### src/rtl/pcpi_div_multibit.sv
// PCPI divider for RV32M DIV/DIVU/REM/REMU, BITS_PER_CYCLE restoring steps per clock.
// Optional PCPI_DIV_EARLY_EXIT_EN skips the dividend's leading-zero steps.
module pcpi_div_multibit #(
  parameter int unsigned XLEN           = 32,
  parameter int unsigned BITS_PER_CYCLE = 1
) (
  input  logic            clk,
  input  logic            resetn,
  input  logic            pcpi_valid,
  input  logic [31:0]     pcpi_insn,
  input  logic [XLEN-1:0] pcpi_rs1,
  input  logic [XLEN-1:0] pcpi_rs2,
  output logic            pcpi_wr,
  output logic [XLEN-1:0] pcpi_rd,
  output logic            pcpi_wait,
  output logic            pcpi_ready
);

  localparam int unsigned ITER = XLEN / BITS_PER_CYCLE;
  localparam int unsigned CW   = $clog2(ITER + 1);
  localparam logic [XLEN-1:0] MIN_INT = {1'b1, {(XLEN-1){1'b0}}};

  typedef enum logic [1:0] {S_IDLE, S_LOAD, S_CALC, S_DONE} state_t;

  state_t          state, state_nx;
  logic            op_div, op_div_nx;
  logic            op_signed, op_signed_nx;
  logic            neg_q, neg_q_nx;
  logic            neg_r, neg_r_nx;
  logic            special, special_nx;
  logic [XLEN-1:0] quo, quo_nx;
  logic [XLEN-1:0] dvs, dvs_nx;
  logic [XLEN:0]   rem, rem_nx;
  logic [CW-1:0]   count, count_nx;
  logic            wr_nx, ready_nx, wait_nx;
  logic [XLEN-1:0] rd_nx;

  logic            insn_hit;
  logic [XLEN-1:0] abs1, abs2;
  logic            unused_bits;

  assign insn_hit = (pcpi_insn[6:0] == 7'b0110011) && (pcpi_insn[31:25] == 7'b0000001) &&
                    pcpi_insn[14];
  assign abs1 = (op_signed && pcpi_rs1[XLEN-1]) ? XLEN'(-pcpi_rs1) : pcpi_rs1;
  assign abs2 = (op_signed && pcpi_rs2[XLEN-1]) ? XLEN'(-pcpi_rs2) : pcpi_rs2;
  assign unused_bits = ^{pcpi_insn[24:15], pcpi_insn[11:7], rem[XLEN]};

`ifdef PCPI_DIV_EARLY_EXIT_EN
  function automatic int unsigned lzc(input logic [XLEN-1:0] v);
    int unsigned n;
    n = XLEN;
    for (int unsigned i = 0; i < XLEN; i++)
      if (v[i]) n = XLEN - 1 - i;
    return n;
  endfunction
`endif

  // Next-state, datapath and registered-output values
  always_comb begin
    logic [XLEN:0]   r_t;
    logic [XLEN-1:0] q_t;
`ifdef PCPI_DIV_EARLY_EXIT_EN
    int unsigned     ec;
`endif
    state_nx     = state;
    op_div_nx    = op_div;
    op_signed_nx = op_signed;
    neg_q_nx     = neg_q;
    neg_r_nx     = neg_r;
    special_nx   = special;
    quo_nx       = quo;
    dvs_nx       = dvs;
    rem_nx       = rem;
    count_nx     = count;
    wr_nx        = 1'b0;
    ready_nx     = 1'b0;
    wait_nx      = 1'b0;
    rd_nx        = '0;
    r_t          = rem;
    q_t          = quo;
`ifdef PCPI_DIV_EARLY_EXIT_EN
    ec           = (XLEN - lzc(abs1) + BITS_PER_CYCLE - 1) / BITS_PER_CYCLE;
`endif

    case (state)
      S_IDLE: begin
        if (pcpi_valid && !pcpi_ready && insn_hit) begin
          state_nx     = S_LOAD;
          op_div_nx    = ~pcpi_insn[13];
          op_signed_nx = ~pcpi_insn[12];
          wait_nx      = 1'b1;
        end
      end

      S_LOAD: begin
        if (!pcpi_valid) begin
          state_nx = S_IDLE;
        end else begin
          wait_nx    = 1'b1;
          neg_q_nx   = op_signed & (pcpi_rs1[XLEN-1] ^ pcpi_rs2[XLEN-1]);
          neg_r_nx   = op_signed & pcpi_rs1[XLEN-1];
          dvs_nx     = abs2;
          rem_nx     = '0;
          quo_nx     = abs1;
          count_nx   = CW'(ITER);
          special_nx = 1'b0;
          if (pcpi_rs2 == '0) begin
            special_nx = 1'b1;
            quo_nx     = op_div ? '1 : pcpi_rs1;
            state_nx   = S_DONE;
          end else if (op_signed && pcpi_rs1 == MIN_INT && pcpi_rs2 == '1) begin
            special_nx = 1'b1;
            quo_nx     = op_div ? MIN_INT : '0;
            state_nx   = S_DONE;
`ifdef PCPI_DIV_EARLY_EXIT_EN
          end else if (abs1 == '0) begin
            special_nx = 1'b1;
            quo_nx     = '0;
            state_nx   = S_DONE;
          end else begin
            // Leading zeros would only shift zeros into the remainder, so skip them.
            count_nx = CW'(ec);
            quo_nx   = abs1 << (XLEN - ec * BITS_PER_CYCLE);
            state_nx = S_CALC;
          end
`else
          end else begin
            state_nx = S_CALC;
          end
`endif
        end
      end

      S_CALC: begin
        if (!pcpi_valid) begin
          state_nx = S_IDLE;
        end else begin
          wait_nx = 1'b1;
          // Chained restoring steps, most significant quotient bit first
          for (int unsigned i = 0; i < BITS_PER_CYCLE; i++) begin
            r_t = {r_t[XLEN-1:0], q_t[XLEN-1]};
            q_t = {q_t[XLEN-2:0], 1'b0};
            if (r_t >= {1'b0, dvs}) begin
              r_t    = r_t - {1'b0, dvs};
              q_t[0] = 1'b1;
            end
          end
          rem_nx   = r_t;
          quo_nx   = q_t;
          count_nx = count - CW'(1);
          if (count == CW'(1)) state_nx = S_DONE;
        end
      end

      S_DONE: begin
        ready_nx = 1'b1;
        wr_nx    = 1'b1;
        state_nx = S_IDLE;
        if (special)     rd_nx = quo;
        else if (op_div) rd_nx = neg_q ? XLEN'(-quo) : quo;
        else             rd_nx = neg_r ? XLEN'(-rem[XLEN-1:0]) : rem[XLEN-1:0];
      end

      default: state_nx = S_IDLE;
    endcase
  end

  // State, datapath and output registers
  always_ff @(posedge clk) begin
    if (!resetn) begin
      state      <= S_IDLE;
      op_div     <= 1'b0;
      op_signed  <= 1'b0;
      neg_q      <= 1'b0;
      neg_r      <= 1'b0;
      special    <= 1'b0;
      quo        <= '0;
      dvs        <= '0;
      rem        <= '0;
      count      <= '0;
      pcpi_wr    <= 1'b0;
      pcpi_ready <= 1'b0;
      pcpi_wait  <= 1'b0;
      pcpi_rd    <= '0;
    end else begin
      state      <= state_nx;
      op_div     <= op_div_nx;
      op_signed  <= op_signed_nx;
      neg_q      <= neg_q_nx;
      neg_r      <= neg_r_nx;
      special    <= special_nx;
      quo        <= quo_nx;
      dvs        <= dvs_nx;
      rem        <= rem_nx;
      count      <= count_nx;
      pcpi_wr    <= wr_nx;
      pcpi_ready <= ready_nx;
      pcpi_wait  <= wait_nx;
      pcpi_rd    <= rd_nx;
    end
  end

endmodule
### config.mk
export PLATFORM = sky130hd
export DESIGN_NAME = pcpi_div_multibit
export DESIGN_NICKNAME = d
export VERILOG_FILES = /design/src/rtl/pcpi_div_multibit.sv
export SDC_FILE = /design/constraint.sdc
export NUM_CORES = 1
export LEC_CHECK = 0
export ABC_CLOCK_PERIOD_IN_PS = 7200
export CORE_MARGIN = 1.5
export CORE_UTILIZATION = 40
export DETAILED_ROUTE_END_ITERATION = 7
export GPL_ROUTABILITY_DRIVEN = 0
export SYNTH_ARGS = -nofsm -noshare
export SYNTH_HDL_FRONTEND = slang
export SYNTH_SLANG_ARGS = --single-unit
### constraint.sdc
create_clock -name clk -period 7.2 [get_ports clk]
set_input_delay 1.08 -clock clk [delete_from_list [all_inputs] [get_ports clk]]
set_output_delay 1.08 -clock clk [all_outputs]
set_load 0.005 [all_outputs]
==> impl_metrics.toml, run 1 <==
[power_and_ir_drop]
p_switching_uw = 430
swShare = 0.237
power_frac_comb = 0.061
p_seq_frac = 0.436
power.density_nw_per_um2 = 144
peakVddDrop_v = 0.000151
clockPowerShare = 0.502
leakagePower_uw = 0.00515
power.internal_uw = 1380

[yosys]
yosysUniqueCellTypes = 75
async_flop_share = 0
synth-main-ff-cell = "dfxtp_1"
yosys_register_bits = 143
synth_seq_area_share = 0.267
syn_avg_cell_area_um2 = 7.38
synthCells = 1453
synth-edff-count = 0
synthesis.area_um2 = 10700
synth_nets = 1597
yosys_warnings = 0

[place]
hpwl_um = 25500
place_area_um2 = 12000
dp_cells = 1822
numPortBuffers = 118

[setup_path]
worst-r2r-cell-count = 12
required_ns = 7.56
arrival_ns = 5.01
cp_top_family = "simple AND/OR/NAND/NOR gates"
cp_slowest_cell = "or4_4"
crit_cells = 11
crit_fanout = 31
reg2reg_slack_ns = 3.46
critPathKind = "in -> reg"
worstReg2RegEnd = "rem[30]"
crit_path_end = "quo[31]"
crit_chain = "clkdlybuf4s50_1 -> inv_1 -> ha_1 -> nor3b_1 -> nand3_1 -> or4_4 -> or3_4 -> nor2_4 -> nor2_2 -> o32a_1 -> a21boi_1"
critPathLaunch = "pcpi_rs1[1]"
max_stage_delay_ns = 0.62
cp-start-kind = "primary input"
timing.critical_path.buf_inv = 2
crit_path_end_kind = "register"
reg2reg_from = "dvs[27]"

[floorplan]
die_area_um2 = 27800
io_pins = 134
die_w_um = 167
core_area_um2 = 26200
initial_utilization = 0.409
die_y_um = 167
placementRows = 59

[clock_tree]
cts-buffers-inserted = 17
cts_buffer_depth = 2
path_clk_slew_ns = 0.07
cts_tree = "yes"
cts.sinks = 143
h-tree-depth = 4
clk_latency_ns = 0.43
cts.repair.resized = 0
postCtsHoldBufs = 0
postCtsSetupBuffers = 0
clockRootBuffer = "clkbuf_16"

[flow_run]
drv_cap = 0

[global_route]
grt_max_degree = 76
grt_usage = 0.242
overflow = 0
grt_pass1_wl_um = 53900
grt_pass1_vias = 10021
antenna_found_initial = 0

[layout]
diodes = 0
mostFrequentLayoutCells = "nand2_1 (162), dfxtp_1 (142), o21ai_0 (124)"
nets = 1650
syn_to_final_growth_pct = 17.7
layout_commonest_cell = "nand2_1"
final_design_area_no_fill_um2 = 12600
drive_gt1_frac = 0.0481
fin_cells = 1854

[sta]
maxSlewViolCount = 0
finalCriticalPeriod_ns = 4.65
setup-tns-final_ns = 0
rsz0062_at_grt = "false"
fin_skew_ns = 0.00971
fmax_mhz = 215
slew_headroom = 0.214
finalSetupViolations = 0
tightest_slew_ns = 1.18
hold_violations = 0
fin_crit_sh = 0.646

[worst_hold_path]
hold_class = "reg -> reg"

[detailed_routing]
wl_per_cell_um = 18.5
vias_per_cell = 5.96
vias = 11053
drt-total-wl_um = 34200
drt_iter0_markers = 960
ant_nets = 0
dr.pass1.iters = 8
drc = 8

[outcome]
outcome = "finished, violations left"
violations = "DRC"
==> routing by layer <==
layer | vias to the layer above | GRT usage | part of all wire
li1 | 5443 | - | -
met1 | 5211 | 0.314 | 0.44
met2 | 354 | 0.410 | 0.48
met3 | 45 | 0.0361 | 0.057
met4 | 0 | 0.0846 | 0.028
met5 | - | 0 | 0
==> layout make-up <==
cell class | count | area (um2)
fillers | 2672 | 13600
multi-input cells | 1153 | 7250
flip-flops and latches | 143 | 2860
repair buffers | 129 | 1260
clock buffers | 19 | 453
well taps | 335 | 419
inverters | 62 | 233
clock inverters | 13 | 153
==> how the worst min path moves through the flow <==
stage / slack, ns / startpoint / cells past startpoint / endpoint
2_1_floorplan: 0.44 / dvs[31] / 2 / dvs[31]
3_3_place_gp: 0.46 / dvs[31] / 2 / dvs[31]
3_5_place_dp: 0.46 / dvs[31] / 2 / dvs[31]
4_1_cts: 0.47 / dvs[31] / 2 / dvs[31]
5_1_grt: 0.49 / neg_q / 2 / neg_q
6_report: 0.47 / dvs[31] / 2 / dvs[31]
==> cell families after synthesis <==
family / count (synthesis) / synth area share
XOR/XNOR: 82 / 0.0669
flip-flops: 143 / 0.267
multiplexers: 15 / 0.0142
AO/OA/AOI/OAI: 504 / 0.307
AND/OR/NAND/NOR: 507 / 0.234
buffers and inverters: 157 / 0.0575
adder cells (fa/ha/maj): 45 / 0.0532
==> worst register-to-register path: cells and delay by family (launching register included) <==
family	cells	cell delay (ns)
simple gates	5	1.94
compound gates	4	0.57
fa+ha+maj	1	0.42
buf+inv	2	0.41
flops	1	0.32
==> per-stage QoR <==
step	hold slack [ns]	power (uW)	utilization	setup slack [ns]
after floorplan	0.441	847	-	3.61
final	0.468	1820	0.482	2.55
after global routing	0.494	1870	0.482	2.17
after detailed placement	0.463	920	0.459	2.19
after global placement	0.457	919	0.459	2.18
after CTS	0.470	1820	0.482	2.61
==> synth_stat cells (all sizes together) (11+ instances only) <==
library cell	instances	share of area
nand2	162	0.057
dfxtp	143	0.27
o21ai	127	0.060
nor2	122	0.044
a21oi	120	0.056
clkbuf	73	0.026
inv	62	0.022
xor2	49	0.040
ha	44	0.051
xnor2	33	0.027
nand3	32	0.015
o221ai	30	0.024
o22ai	30	0.017
or3	29	0.018
o211a	28	0.026
nor3	27	0.013
o31ai	26	0.019
a21o	23	0.016
a31oi	22	0.013
buf	22	0.010
or4	21	0.016
a22oi	20	0.014
and2	18	0.010
nand2b	18	0.010
nand4	16	0.0093
o41ai	14	0.011
mux2i	13	0.012
nor4	13	0.0096
a32oi	12	0.0098
nor2b	12	0.0070
and3	11	0.0064
==> flip-flops by register name, indices dropped and copies added (netlist names) <==
register and count:
count 6, dvs 32, neg_q 1, neg_r 1, op_div 1, op_signed 1
pcpi_rd 32, pcpi_ready 1, pcpi_wait 1, quo 32, rem 32, special 1
state 2
==> power groups by stage <==
stage	combinational, uW	clock (uW)	sequential, uW
after global placement	110	0	809
after global routing	119	956	791
after floorplan	37.3	0	809
final	111	912	792
after detailed placement	110	0	809
after CTS	111	922	792
Power figures use the tool's default switching activity.
==> run 2, diff against run 1 <==
- ABC_CLOCK_PERIOD_IN_PS: 7200 -> 4800
- clock period: 7.2 -> 4.8 ns (I/O delays scaled with it)
==> run 2 against run 1 <==
  * The run still ends with DRC left
  * Sequential power up 50%
  * Combinational power up 50%
  * Register-to-register slack worse by 2.3 ns
  * Non-clock buffer count up 7
  * Global-route usage up 0.48 points
  * Clock power up 58%
  * Sequential cell count unchanged
  * Sequential share of layout area down 0.15 points
  * Cell count up 0.32%
  * Routed wire length up 1.5%
  * Largest cell class unchanged
==> impl_metrics.toml, run 2 (synthesis results as in run 1) <==
[detailed_routing]
drc = 8
vias = 11175
drt_iter0_markers = 1097
wl_per_cell_um = 18.7
drt-total-wl_um = 34700
dr.pass1.iters = 7
ant_nets = 0
vias_per_cell = 6.01

[sta]
rsz0062_at_grt = "false"
finalCriticalPeriod_ns = 3.83
tightest_slew_ns = 1.19
fmax_mhz = 261
fin_ws_ns = 0.971
slew_headroom = 0.207
setup-tns-final_ns = 0
fin_skew_ns = 0.0111
maxSlewViolCount = 0
finalSetupViolations = 0
fin_crit_sh = 0.798
hold_violations = 0

[power_and_ir_drop]
p_seq_frac = 0.426
leakagePower_uw = 0.00519
power.density_nw_per_um2 = 219
p_switching_uw = 630
clockPowerShare = 0.515
power_frac_comb = 0.060
power.internal_uw = 2160
peakVddDrop_v = 0.000187
swShare = 0.226
power_uw = 2790

[clock_tree]
postCtsSetupBuffers = 0
h-tree-depth = 4
clockRootBuffer = "clkbuf_16"
clk_latency_ns = 0.43
cts_buffer_depth = 2
path_clk_slew_ns = 0.06
cts.sinks = 143
cts-buffers-inserted = 17
cts.repair.resized = 0
postCtsHoldBufs = 0
cts_tree = "yes"

[floorplan]
initial_utilization = 0.409
die_y_um = 167
core_area_um2 = 26200
placementRows = 59
die_w_um = 167
io_pins = 134
die_area_um2 = 27800

[global_route]
grt_max_degree = 76
grt_pass1_wl_um = 55000
antenna_found_initial = 0
grt_pass1_vias = 10171
grt_usage = 0.247
overflow = 0

[layout]
fin_cells = 1860
mostFrequentLayoutCells = "nand2_1 (162), dfxtp_1 (142), o21ai_0 (124)"
syn_to_final_growth_pct = 18.5
diodes = 0
drive_gt1_frac = 0.0511
layout_commonest_cell = "nand2_1"
nets = 1657

[outcome]
outcome = "finished, violations left"
violations = "DRC"

[setup_path]
cp_slowest_cell = "or4_1"
max_stage_delay_ns = 0.60
required_ns = 5.10
worst-r2r-cell-count = 13
crit_path_end_kind = "register"
cp-start-kind = "primary input"
crit_top_cell = "or3_1"
timing.critical_path.buf_inv = 1
cp_top_family = "simple AND/OR/NAND/NOR gates"
arrival_ns = 4.13
critPathKind = "in -> reg"
reg2reg_slack_ns = 1.12
crit_cells = 9
crit_fanout = 14
crit_chain = "clkdlybuf4s50_1 -> or4_1 -> or3_1 -> or3_1 -> or2_2 -> nor2_2 -> nor2_1 -> o22ai_1 -> a21oi_1"

[place]
numPortBuffers = 118
dp_cells = 1829
pre_cts_slack_ns = 0.594
hpwl_um = 25600

[flow_run]
drv_cap = 0

[worst_hold_path]
min_path_cells = 2
hold_class = "reg -> reg"
[run 2: cell types whose count changed in the layout (fill, tap and decap cells not counted), sizes merged]
cell and change:
buf +7, bufinv +2, clkinv -1, inv -2
[run 2: layout make-up]
class	count	area, um2
Clock buffer	19	443
Timing Repair Buffer	136	1320
Tap cell	335	419
Multi-Input combinational cell	1153	7250
Clock inverter	12	184
Sequential cell	143	2860
Fill cell	2603	13500
Inverter	62	233
[run 2: worst min-delay path, delay by kind of cell (launching register included)]
kind | cells | cell delay [ns]
flip-flops | 1 | 0.31
AO/OA/AOI/OAI | 1 | 0.06
AND/OR/NAND/NOR | 1 | 0.05
[run 2: worst paths after layout]
path / startpoint / end
max: pcpi_rs2[24] / quo[24]
max reg2reg: quo[31] / rem[30]
min reg2reg: neg_q / neg_q
min: neg_q / neg_q
[run 2: power groups by stage]
stage	registers, uW	logic (uW)	clock network [uW]
after floorplan	1210	56.0	0
after global placement	1210	164	0
after detailed placement	1210	165	0
after CTS	1190	166	1450
after global routing	1190	179	1510
final	1190	167	1440
[run 2: metal layers]
| layer | global-route usage | wire [um] |
|---|---|---|
| met5 | 0 | 0 |
| met1 | 0.326 | 15700 |
| met2 | 0.412 | 16300 |
| met3 | 0.0337 | 1780 |
| met4 | 0.0909 | 961 |
[run 2: per-stage QoR]
stage / area, um2 / utilization / hold WS [ns]
after CTS: 12700 / 0.485 / 0.470
after global routing: 12700 / 0.485 / 0.498
after detailed placement: 12100 / 0.461 / 0.463
after floorplan: 10700 / - / 0.441
after global placement: 12100 / 0.461 / 0.455
final: 12700 / 0.485 / 0.466
==> run 3, diff against run 2 <==
- ABC_CLOCK_PERIOD_IN_PS: 4800 -> 3700
- clock period: 4.8 -> 3.7 ns (I/O delays scaled with it)
==> run 3 against run 2 <==
  * The flow still finishes with violations (DRC)
  * Combinational power grew 38%
  * Setup slack lost 0.59 ns
  * Critical endpoint is now rem[25]
  * Final area grew 3.2%
  * Via count grew 2.2%
  * Largest power group unchanged
  * First-iteration DRC count shrank 1.7%
  * Sequential share of layout area shrank 0.70 points
  * Routed wire length grew 1.5%
  * Clock skew is essentially flat
  * Total power grew 29%
  * Critical path depth grew 2
  * Register-to-register slack lost 0.74 ns
  * Non-clock buffer count grew 54
==> impl_metrics.toml, run 3 (synthesis results as in run 1) <==
[outcome]
outcome = "finished, violations left"
violations = "DRC"

[detailed_routing]
ant_nets = 0
dr.pass1.iters = 8
vias_per_cell = 5.96
vias = 11421
drt-total-wl_um = 35300
drt_iter0_markers = 1078
wl_per_cell_um = 18.4
drc = 8

[setup_path]
crit_fanout = 16
timing.critical_path.buf_inv = 1
cp_slowest_cell = "or4_1"
required_ns = 4.08
max_stage_delay_ns = 0.53
cp_top_family = "simple AND/OR/NAND/NOR gates"
cp-start-kind = "register"
worstReg2RegEnd = "rem[25]"
critPathKind = "reg -> reg"
crit_chain = "inv_1 -> ha_1 -> and3_1 -> nand2_1 -> or4_1 -> o21ai_0 -> a211oi_1 -> o211a_1 -> or3_1 -> mux2_2 -> nand2_1"
reg2reg_from = "dvs[27]"
arrival_ns = 3.70
reg2reg_slack_ns = 0.38
worst-r2r-cell-count = 11
crit_path_end_kind = "register"
crit_top_cell = "nand2_1"

[global_route]
grt_pass1_vias = 10317
grt_pass1_wl_um = 55400
grt_max_degree = 73
antenna_found_initial = 0
overflow = 0
grt_usage = 0.250

[sta]
finalSetupViolations = 0
fin_crit_sh = 0.898
tightest_slew_ns = 1.02
fmax_mhz = 301
setup-tns-final_ns = 0
maxSlewViolCount = 0
slew_headroom = 0.318
hold_violations = 0
finalCriticalPeriod_ns = 3.32
fin_skew_ns = 0.0116
rsz0062_at_grt = "false"

[floorplan]
core_area_um2 = 26200
die_area_um2 = 27800
die_w_um = 167
placementRows = 59
initial_utilization = 0.409
die_y_um = 167
io_pins = 134

[power_and_ir_drop]
peakVddDrop_v = 0.000214
power_uw = 3600
leakagePower_uw = 0.00546
power.density_nw_per_um2 = 275

[place]
numPortBuffers = 118
hpwl_um = 26700
dp_cells = 1883

[clock_tree]
cts.repair.resized = 0
cts.sinks = 143
postCtsSetupBuffers = 0
h-tree-depth = 4
clockRootBuffer = "clkbuf_16"
cts_buffer_depth = 2
postCtsHoldBufs = 0
cts-buffers-inserted = 17
cts_tree = "yes"
path_clk_slew_ns = 0.06
clk_latency_ns = 0.44

[layout]
nets = 1711
layout_commonest_cell = "nand2_1"
mostFrequentLayoutCells = "nand2_1 (162), dfxtp_1 (142), o21ai_0 (124)"
diodes = 0
fin_cells = 1915
regArea_um2 = 2860
drive_gt1_frac = 0.0835
syn_to_final_growth_pct = 22.3
fillCellCount = 2599
multi_input_area_um2 = 7250

[worst_hold_path]
min_from = "dvs[31]"
whs_endpoint = "dvs[31]"
hold_class = "reg -> reg"
min_path_cells = 2

[flow_run]
drv_cap = 0
run 3: changes by cell type in the layout (fill, tap and decap cells not counted):
| cell | before | now |
|---|---|---|
| buf_4 | 17 | 70 |
| buf_12 | 1 | 2 |
| bufinv_16 | 4 | 3 |
| clkbuf_1 | 1 | 2 |
| clkbuf_8 | 1 | 2 |
| clkinv_4 | 2 | 3 |
| inv_6 | 3 | 2 |
run 3: area by class of cell:
| class | count | share of cell area |
|---|---|---|
| clock buffers | 21 | 0.0351 |
| clock inverters | 11 | 0.0117 |
| inverters | 62 | 0.0177 |
| multi-input cells | 1153 | 0.553 |
| flip-flops and latches | 143 | 0.218 |
| well taps | 335 | 0.0319 |
| repair buffers | 190 | 0.133 |
run 3: metrics by stage:
stage	setup WS [ns]	hold WS, ns	cell area, um2	utilization
global route	0.156	0.483	13100	0.501
CTS	0.419	0.465	13100	0.501
finish	0.379	0.463	13100	0.501
detailed placement	0.0491	0.457	12500	0.477
global placement	0.0611	0.454	12500	0.477
floorplan	0.636	0.441	10700	-
run 3: power by group:
group	total (uW)	switching (uW)	internal, uW	leakage (uW)
registers	1540	0.780	1540	0.00115
logic	231	107	123	0.00401
clock network	1830	729	1100	0.000294
run 3: worst max path at each step:
| stage | slack, ns | to | start | cells past startpoint |
|---|---|---|---|---|
| after CTS | 0.42 | rem[25] | dvs[24] | 11 |
| after global routing | 0.16 | rem[25] | dvs[26] | 11 |
| final | 0.38 | rem[25] | dvs[27] | 11 |
| after detailed placement | 0.05 | quo[17] | pcpi_rs2[24] | 10 |
| after global placement | 0.06 | quo[17] | pcpi_rs2[24] | 10 |
| after floorplan | 0.64 | quo[19] | pcpi_rs1[0] | 12 |
run 3: routing by layer:
metal,track usage,wire [um]
met1,0.321,15500
met2,0.425,16600
met3,0.0364,2170
met4,0.0933,973
met5,0,0
run 3: worst min-delay path, delay by kind of cell, from the launching register on:
family / cells / cell delay, ns
flops: 1 / 0.31
simple gates: 1 / 0.05
compound gates: 1 / 0.06
